[src/rtl/hcheck_sink.sv]
// Terminating sink for the two-phase hlang message channel: checks redundancy, counts messages/errors.
// Latency: ack toggles DLY edges after the capture edge; all outputs registered.
// Backpressure: one message in flight; the sender waits for the ack level to match its req.
`ifndef NS_ADDRESS_SIZE
`define NS_ADDRESS_SIZE 8
`endif
`ifndef NS_DATA_SIZE
`define NS_DATA_SIZE 16
`endif
`ifndef NS_REDUN_SIZE
`define NS_REDUN_SIZE 8
`endif

module hcheck_sink #(
  parameter int ASZ     = `NS_ADDRESS_SIZE,
  parameter int DSZ     = `NS_DATA_SIZE,
  parameter int RSZ     = `NS_REDUN_SIZE,
  parameter int CSZ     = 16,
  parameter int DLY     = 0,
  parameter int CHK_RED = 1
) (
  input  logic           gch_clk,
  input  logic           gch_reset,
  output logic           gch_ready,
  input  logic [ASZ-1:0] rcv0_addr,
  input  logic [DSZ-1:0] rcv0_dat,
  input  logic [RSZ-1:0] rcv0_red,
  input  logic           rcv0_req_in,
  output logic           rcv0_ack_out,
  output logic [CSZ-1:0] o_msg_cnt,
  output logic [CSZ-1:0] o_err_cnt,
  output logic [DSZ-1:0] o_last_dat,
  output logic           o_err
);

  typedef enum logic [1:0] {S_INIT, S_IDLE, S_WAIT} state_t;

  localparam int         SW       = ASZ + DSZ + RSZ;
  localparam logic [7:0] DLY_LOAD = (DLY > 0) ? 8'(DLY - 1) : 8'd0;

  state_t         state_q, state_d;
  logic [7:0]     dcnt_q, dcnt_d;
  logic           ready_q, ready_d;
  logic           ack_q, ack_d;
  logic [CSZ-1:0] msg_q, msg_d;
  logic [CSZ-1:0] errc_q, errc_d;
  logic [DSZ-1:0] last_q, last_d;
  logic           err_q, err_d;

  logic           pending;
  logic           red_bad;
  logic [SW-1:0]  red_sum;

  assign pending = (rcv0_req_in != ack_q);
  assign red_sum = SW'(rcv0_addr) + SW'(rcv0_dat);
  assign red_bad = (CHK_RED != 0) && (rcv0_red != red_sum[RSZ-1:0]);

  always_comb begin
    state_d = state_q;
    dcnt_d  = dcnt_q;
    ready_d = ready_q;
    ack_d   = ack_q;
    msg_d   = msg_q;
    errc_d  = errc_q;
    last_d  = last_q;
    err_d   = err_q;
    case (state_q)
      S_INIT: begin
        ready_d = 1'b1;
        state_d = S_IDLE;
      end
      S_IDLE: begin
        if (pending) begin
          last_d = rcv0_dat;
          if (msg_q != '1) msg_d = msg_q + CSZ'(1);
          if (red_bad) begin
            err_d = 1'b1;
            if (errc_q != '1) errc_d = errc_q + CSZ'(1);
          end
          if (DLY == 0) begin
            ack_d = ~ack_q;
          end else begin
            state_d = S_WAIT;
            dcnt_d  = DLY_LOAD;
          end
        end
      end
      S_WAIT: begin
        // req is not looked at here; the sender cannot move until the ack toggles
        if (dcnt_q == 8'd0) begin
          ack_d   = ~ack_q;
          state_d = S_IDLE;
        end else begin
          dcnt_d = dcnt_q - 8'd1;
        end
      end
      default: state_d = S_INIT;
    endcase
  end

  always_ff @(posedge gch_clk) begin
    if (gch_reset) begin
      state_q <= S_INIT;
      dcnt_q  <= 8'd0;
      ready_q <= 1'b0;
      ack_q   <= 1'b0;
      msg_q   <= '0;
      errc_q  <= '0;
      last_q  <= '0;
      err_q   <= 1'b0;
    end else begin
      state_q <= state_d;
      dcnt_q  <= dcnt_d;
      ready_q <= ready_d;
      ack_q   <= ack_d;
      msg_q   <= msg_d;
      errc_q  <= errc_d;
      last_q  <= last_d;
      err_q   <= err_d;
    end
  end

  assign gch_ready    = ready_q;
  assign rcv0_ack_out = ack_q;
  assign o_msg_cnt    = msg_q;
  assign o_err_cnt    = errc_q;
  assign o_last_dat   = last_q;
  assign o_err        = err_q;

endmodule

[config.mk]
export PLATFORM = sky130hd
export DESIGN_NAME = hcheck_sink
export DESIGN_NICKNAME = d
export VERILOG_FILES = /design/src/rtl/hcheck_sink.sv
export SDC_FILE = /design/constraint.sdc
export NUM_CORES = 1
export LEC_CHECK = 0
export ABC_AREA = 1
export CAP_MARGIN = 20
export CORE_MARGIN = 5
export CORE_UTILIZATION = 43
export CTS_CLUSTER_SIZE = 8
export DETAILED_ROUTE_END_ITERATION = 10
export GPL_TIMING_DRIVEN = 0
export MAX_ROUTING_LAYER = met4
export PLACE_DENSITY = 0.88
export SYNTH_ARGS = -nofsm -noshare
export SYNTH_HDL_FRONTEND = slang
export SYNTH_SLANG_ARGS = --single-unit
[constraint.sdc]
create_clock -name gch_clk -period 2.6 [get_ports gch_clk]
set_input_delay 0.65 -clock gch_clk [delete_from_list [all_inputs] [get_ports gch_clk]]
set_output_delay 0.65 -clock gch_clk [all_outputs]
set_load 0.02 [all_outputs]
==> key figures, run 1 <==
Status
  • Outcome: finished, final reports clean

Placement
  • GPL Wtd Cong: 0.949
  • DP HPWL: 6350 um
  • Number of port buffers: 85
  • Placed instance area: 3880 sq um
  • Placed Cells: 593

Final layout
  • Non-Filler Instances: 608
  • Ratio of cells with drive above 1 in the final layout: 9.28%
  • Fin area: ~4200 sq um
  • Layout Nets: around 570
  • Layout overhead on the synthesized area: 42.6%
  • ANT cells: 0
  • Fill cells: 600

Critical path
  • Critical path type: primary input to flip-flop
  • Worst R2R Start: o_err_cnt[0]$_SDFFE_PP0P_
  • Worst Path Arrival: approximately 2700 ps
  • Critical path peak fanout: 6
  • Worst Setup EP: o_err_cnt[3]$_SDFFE_PP0P_
  • Worst path required time: between 2000 and 3000 ps
  • CP startpoint kind: primary input
  • R2R Path End: o_err_cnt[5]$_SDFFE_PP0P_
  • CP endpoint kind: flip-flop
  • FF-to-FF path depth: 9
  • CP startpoint: rcv0_addr[0]
  • R2R Setup Slk: 480 ps

Yosys
  • Main combinational cell family by area after synthesis: simple AND/OR/NAND/NOR gates
  • Adder-Cell Fraction of Synth Area: 4.53%
  • Post-synth ARST share: 0%
  • Most numerous cell in the Yosys netlist: nand2_1
  • Post-synth top area cell: dfxtp_1
  • Synthesized area: 2930 sq um
  • Compound-gate portion of the synthesized area: 10.8%
  • Synth Area per Inst: 6.85 sq um
  • Xor-xnor portion of the synthesized cell area: 6.87%
  • Top cell type's share of synthesized area: 35.5%
  • #FFs+latches synth: 52
  • Synth Flop Type: dfxtp_1
  • Sequential share of the synthesized area: 35.5%
  • Most frequent cells after synthesis: nand2_1 (97), nor2_1 (61), dfxtp_1 (52)
  • Syn Nets: 473
  • Post-synth cell types: 30
  • EDFF count, synth: 0
  • Simple-Gate Fraction of Synth Area: 34.5%
  • Synth area leaders: dfxtp_1 (36%), nand2_1 (12%), nor2_1 (7.8%), inv_1 (5.5%), a21oi_1 (5.5%)
  • Mux contribution to synthesized area: 0%
  • Synth Instances: 428
  • Synth warnings: 0

Drt
  • Initial DRC count: 167
  • Residual DRC count: 0
  • First-pass detailed-route iteration total: 5
  • Avg WL per Cell: 13.9 um
  • Detail-routed via count per cell: 5.32
  • Final ANT Viol Nets: 0
  • Routed wire length: 8440 um
  • Routed vias: 3237

Floorplanning
  • FP Rows: 30
  • Initial core utilization: 43.6%
  • Die height: 92.6 um
  • # IOs: 86
  • Die Wd: 92.6 um
  • Total Die Area: 8570 sq um
  • Core area: ~6700 sq um

Timing
  • Final setup viols: 0
  • Final Hold Fails: 0
  • Worst-Margin Slew: 559 ps
  • Max Clk Rate: 0.405 GHz
  • Crit path time final: 2470 ps
  • Max_slew headroom: 62.8%
  • Unrepaired setup endpoints after global routing: no
  • Period utilization: a little over nine tenths
  • Final setup TNS: 0 ps
  • Setup Skew: around 4.4 ps
  • Pins over their slew limit: 0

Clock tree
  • CTS Buf Count: 5
  • CTS sink cnt: 52
  • Hold Buf Count CTS: 0
  • Clock insertion delay at the later pin of the skew report: 300 ps
  • CTS Root Cell: clkbuf_8
  • CTS tree: built
  • Htree depth: 2
  • CTS clk-pin slew, worst paths: around 90 ps
  • Bufs on Longest Clock Path: 2

Job
  • Max-cap viol count: 0

Global route
  • Antenna violations before repair: 0
  • First-pass GRT wire length: 13900 um
  • GR Util All Layers: 20.2%
  • Largest net degree at the start of global routing: 16
  • Total grt overflow: 0
  • Vias in the first global route: between 3000 and 4000

Min path
  • Worst Hold Class: flip-flop to flip-flop
  • Hold path cells: 2

Power
  • Peak supply drop: around 0.31 mV
  • Leakage: about 1.7 nW
  • Pwr dens: about 430 nW/um^2
==> through the flow <==
stage | util (%) | hold slack (ps) | power [mW] | worst slack (ps)
CTS | 60.4 | 458 | 1.78 | 16.5
detailed placement | 57.8 | 440 | 1.22 | -699
finish | 62.2 | 460 | 1.79 | 133
global route | 62.2 | 492 | 1.87 | 13.8
global placement | 57.8 | 433 | 1.21 | -650
floorplan | - | 443 | 1.06 | 132
==> flip-flops by register name (all words and copies together), names as in the netlist <==
signal and flops:
gch_ready 1, o_err 1, rcv0_ack_out 1, o_last_dat 16, state_q 1, o_err_cnt 16, o_msg_cnt 16
==> power by group <==
group	internal, mW	total (mW)	switching, mW
logic	0.182	0.395	0.212
registers	0.826	0.847	0.0208
clock network	0.286	0.545	0.259
total	1.29	1.79	0.493
==> how the worst min path moves through the flow <==
stage	startpoint	to	slack, ps
6_report	gch_ready$_SDFFE_PP0N_	gch_ready$_SDFFE_PP0N_	460
3_3_place_gp	gch_ready$_SDFFE_PP0N_	gch_ready$_SDFFE_PP0N_	430
5_1_grt	gch_ready$_SDFFE_PP0N_	gch_ready$_SDFFE_PP0N_	490
2_1_floorplan	state_q[0]$_SDFFE_PP0N_	rcv0_ack_out$_SDFFE_PP0P_	440
4_1_cts	gch_ready$_SDFFE_PP0N_	gch_ready$_SDFFE_PP0N_	460
3_5_place_dp	gch_ready$_SDFFE_PP0N_	gch_ready$_SDFFE_PP0N_	440
==> layer usage <==
| layer | GRT usage [%] | wire [um] |
|---|---|---|
| met1 | 23.7 | 3670 |
| met2 | 35.2 | 4220 |
| met3 | 4.14 | 412 |
| met4 | 5.45 | 142 |
| met5 | - | 0 |
==> area by class of cell <==
cell class                 instances  area (sq um)  share of cell area [%]
tap                               80           100                    2.40
inverter                          45           169                    4.04
timing repair buffer              92           912                    21.8
sequential                        52          1040                    24.9
clock inverter                     2          35.0                   0.838
buffer                            13          61.3                    1.47
multi-input combinational        318          1790                    42.8
clock buffer                       6          72.6                    1.74
==> cells in the final DEF, fill, tap and decap left out, types with 2 or more instances in the layout <==
cell / count
nand3_2: 3
nand3b_1: 2
a21oi_1: 27
clkbuf_1: 11
buf_4: 6
dlymetal6s2s_1: 3
nand2_2: 3
nand4_1: 19
nand3_1: 23
o21ai_0: 25
a21oi_2: 6
o21a_1: 2
nor2_1: 57
xnor2_1: 12
clkdlybuf4s50_1: 79
buf_6: 3
nor3_1: 7
nor4_1: 3
inv_1: 43
xor2_1: 11
inv_2: 2
ha_4: 5
nor2_2: 5
dfxtp_1: 52
ha_1: 4
nand3_4: 2
clkbuf_8: 5
nand2_1: 94
==> cells by family (layout without fill, tap and decap cells) <==
logic type	after synthesis	after routing
AOI/OAI and AO/OA	61	61
xor gates and xnor gates	23	23
adders and majority gates	10	10
buffers and inverters	58	158
DFF	52	52
and+or+nand+nor	224	224
==> critical path, stage by stage <==
cell and delay [ps]:
clkdlybuf4s15_1 200, ha_4 180, fa_2 560, xnor2_1 110, nand2_1 80, nor2_2 120
nand2_1 70, nor2_2 150, nand3_4 130, nand3_4 120, buf_6 130, nand2_1 60
a21oi_2 130
==> timing repair <==
action | 4_1_cts | 5_1_grt
setup buffers | 4 | 2
endpoints found under the hold margin | 0 | 0
endpoints found under the setup margin | 17 | 17
cloned | 1 | 0
pin swaps | 9 | 8
gates resized for setup | 13 | 23
(Power assumes the default switching activity.)
==> inputs of run 2 (changes only) <==
--- a/config.mk
+++ b/config.mk
@@ -6,13 +6,13 @@
 export NUM_CORES = 1
 export LEC_CHECK = 0
 export ABC_AREA = 1
+export ABC_CLOCK_PERIOD_IN_PS = 2600
 export CAP_MARGIN = 20
 export CORE_MARGIN = 5
 export CORE_UTILIZATION = 43
 export CTS_CLUSTER_SIZE = 8
 export DETAILED_ROUTE_END_ITERATION = 10
 export GPL_TIMING_DRIVEN = 0
-export MAX_ROUTING_LAYER = met4
 export PLACE_DENSITY = 0.88
 export SYNTH_ARGS = -nofsm -noshare
 export SYNTH_HDL_FRONTEND = slang
==> run 2 against run 1 <==
  * Die area stayed put
  * Cell area is 2.0% lower
  * Wire length is 4.8% lower
  * First-iteration DRC count is 8.4% lower
  * Via count is 5.6% lower
  * Combinational power is 4% lower
  * Clock skew is 6.0 ps higher
  * Global-route usage is 1.6 points lower
  * Critical path type unchanged
  * Non-clock buffer count is 4 lower
  * Total power is 1.3% lower
==> key figures, run 2 (synthesized netlist as in run 1, its figures left out) <==
Status
  • Outcome: finished, final reports clean

Clock tree
  • CTS Buf Count: 5 (unchanged)
  • Htree depth: 2 (unchanged)
  • CTS sink cnt: 52 (unchanged)
  • Bufs on Longest Clock Path: 2 (unchanged)
  • CTS Root Cell: clkbuf_8
  • CTS tree: built
  • CTS clk-pin slew, worst paths: 90 ps (about the same)
  • Clock insertion delay at the later pin of the skew report: 300 ps (about the same)

Timing
  • Max_slew headroom: 67.4% (+4.7 points)
  • Crit path time final: 2490 ps (+20.7 ps)
  • Unrepaired setup endpoints after global routing: no
  • Final Worst Setup Slack: 113 ps (-20.7 ps)
  • Final setup TNS: 0 ps (unchanged)
  • Max Clk Rate: 0.402 GHz (-0.83%)
  • Setup Skew: 10.4 ps (+5.97 ps)
  • Final Hold Fails: 0 (unchanged)
  • Worst-Margin Slew: 488 ps (-70.3 ps)
  • Period utilization: 95.7% (+0.80 points)
  • Final setup viols: 0 (unchanged)
  • Pins over their slew limit: 0 (unchanged)

Job
  • Max-cap viol count: 0 (unchanged)

Floorplanning
  • # IOs: 86 (unchanged)
  • Die height: 92.6 um (unchanged)
  • Die Wd: 92.6 um (unchanged)
  • FP Rows: 30 (unchanged)
  • Core area: 6720 sq um (unchanged)
  • Total Die Area: 8570 sq um (unchanged)
  • Initial core utilization: 43.6% (unchanged)

Drt
  • Avg WL per Cell: 13.3 um (-4.2%)
  • First-pass detailed-route iteration total: 4 (-1)
  • Routed wire length: 8030 um (-4.8%)
  • Final ANT Viol Nets: 0 (unchanged)
  • Detail-routed via count per cell: 5.06 (-5.0%)
  • Initial DRC count: 153 (-8.4%)
  • Residual DRC count: 0 (unchanged)
  • Routed vias: 3055 (-5.6%)

Global route
  • Total grt overflow: 0 (unchanged)
  • Vias in the first global route: 2976 (-2.5%)
  • First-pass GRT wire length: 13200 um (-5.3%)
  • Largest net degree at the start of global routing: 16 (unchanged)
  • Antenna violations before repair: 0 (unchanged)
  • GR Util All Layers: 18.6% (-1.6 points)

Critical path
  • CP max-delay cell: fa_2
  • CP peak stage delay: 520 ps (-40 ps)
  • Worst R2R Start: o_err_cnt[0]$_SDFFE_PP0P_
  • Worst path required time: 2810 ps (-30 ps)
  • Critical path peak fanout: 6 (unchanged)
  • Worst Path Arrival: 2690 ps (about the same)
  • R2R Setup Slk: 510 ps (+30 ps)
  • R2R Path End: o_err_cnt[4]$_SDFFE_PP0P_
  • FF-to-FF path depth: 9 (unchanged)
  • Most frequent CP cell: nand2_1
  • CP Cell Sequence: dlygate4sd2_1 -> ha_4 -> fa_2 -> xnor2_1 -> nand2_1 -> nor2_2 -> nand2_1 -> nor2_2 -> nand3_4 -> buf_6 -> nand2_1 -> nand2_1 -> nand3_1 -> nor2_1
  • Critical path type: primary input to flip-flop
  • CP startpoint kind: primary input
  • CP endpoint kind: flip-flop

Final layout
  • Most common cell after layout, fill and taps aside: nand2_1
  • Register area: 1040 sq um (unchanged)
  • Layout overhead on the synthesized area: 39.8%
  • Fill cells: 596 (-0.67%)
  • Layout Nets: 568 (-0.70%)
  • Multi-input gate area: 1740 sq um (-2.6%)
  • Ratio of cells with drive above 1 in the final layout: 6.68% (-2.6 points)
  • Most frequent cells in the layout: nand2_1 (95), clkdlybuf4s50_1 (81), nor2_1 (59), dfxtp_1 (52), inv_1 (43)
  • ANT cells: 0 (unchanged)

Min path
  • Hold path cells: 2 (unchanged)
  • Worst Hold Class: flip-flop to flip-flop
  • Hold Path Origin: gch_ready$_SDFFE_PP0N_
  • WHS Endpoint: gch_ready$_SDFFE_PP0N_

Placement
  • DP HPWL: 6260 um (-1.4%)
  • GPL Wtd Cong: 0.929 (-2.1%)
  • Number of port buffers: 85 (unchanged)
  • Placement Setup Slack: -709 ps (-10.8 ps)

Power
  • Peak supply drop: 0.315 mV (+1.6%)
  • Pwr Total: 1.76 mW (-1.3%)
  • Pwr dens: 431 nW/um^2 (+0.71%)
  • Leakage: 1.64 nW (-2.0%)
[run 2: cell type report]
| class | count | share of cell area [%] |
|---|---|---|
| tap | 80 | 2.44 |
| multi-input combinational | 318 | 42.5 |
| inverter | 45 | 4.12 |
| buffer | 13 | 1.50 |
| clock buffer | 6 | 1.77 |
| timing repair buffer | 88 | 21.4 |
| clock inverter | 2 | 0.855 |
| sequential | 52 | 25.4 |
[run 2: through the flow]
| step | utilization [%] | hold slack [ps] | instances | area [sq um] |
|---|---|---|---|---|
| 2_1_floorplan | - | 443 | 428 | 2930 |
| 3_3_place_gp | 57.8 | 433 | 593 | 3880 |
| 3_5_place_dp | 57.8 | 445 | 593 | 3880 |
| 4_1_cts | 60.1 | 460 | 604 | 4040 |
| 5_1_grt | 61.0 | 501 | 604 | 4100 |
| 6_report | 61.0 | 461 | 604 | 4100 |
[run 2: worst max path at each step]
stage / startpoint / to / depth (start not counted)
after floorplan: rcv0_addr[0] / o_err_cnt[7]$_SDFFE_PP0P_ / 12
after global placement: rcv0_dat[0] / o_err_cnt[6]$_SDFFE_PP0P_ / 13
after detailed placement: rcv0_dat[0] / o_err_cnt[14]$_SDFFE_PP0P_ / 13
after CTS: rcv0_addr[1] / o_err_cnt[2]$_SDFFE_PP0P_ / 14
after global routing: rcv0_dat[3] / o_err_cnt[2]$_SDFFE_PP0P_ / 15
final: rcv0_dat[0] / o_err_cnt[12]$_SDFFE_PP0P_ / 14
[run 2: where the power goes]
part / total [mW] / switching (mW) / internal, mW
combinational: 0.378 / 0.205 / 0.174
clock: 0.539 / 0.253 / 0.286
sequential: 0.846 / 0.0202 / 0.826
[run 2: routing by layer]
| metal | vias to the layer above | GRT usage [%] | routed length (um) |
|---|---|---|---|
| met2 | 83 | 34.1 | 3990 |
| met4 | 0 | 5.07 | 62 |
| met5 | - | 0 | 0 |
| met3 | 6 | 3.57 | 408 |
| li1 | 1590 | - | - |
| met1 | 1376 | 22.0 | 3570 |
[run 2: critical path: cells and delay by family]
| family | cells | cell delay (ps) |
|---|---|---|
| adders and majority gates | 2 | 700 |
| xor gates and xnor gates | 1 | 110 |
| buffers and inverters | 2 | 420 |
| and+or+nand+nor | 9 | 800 |
[run 2: repair_timing]
item / 4_1_cts / 5_1_grt
gates cloned: 1 / 0
resized for setup: 10 / 11
pin swaps: 4 / 2
setup buffers: 2 / 0
endpoints found under the setup margin: 17 / 17
hold buffers: 0 / 0
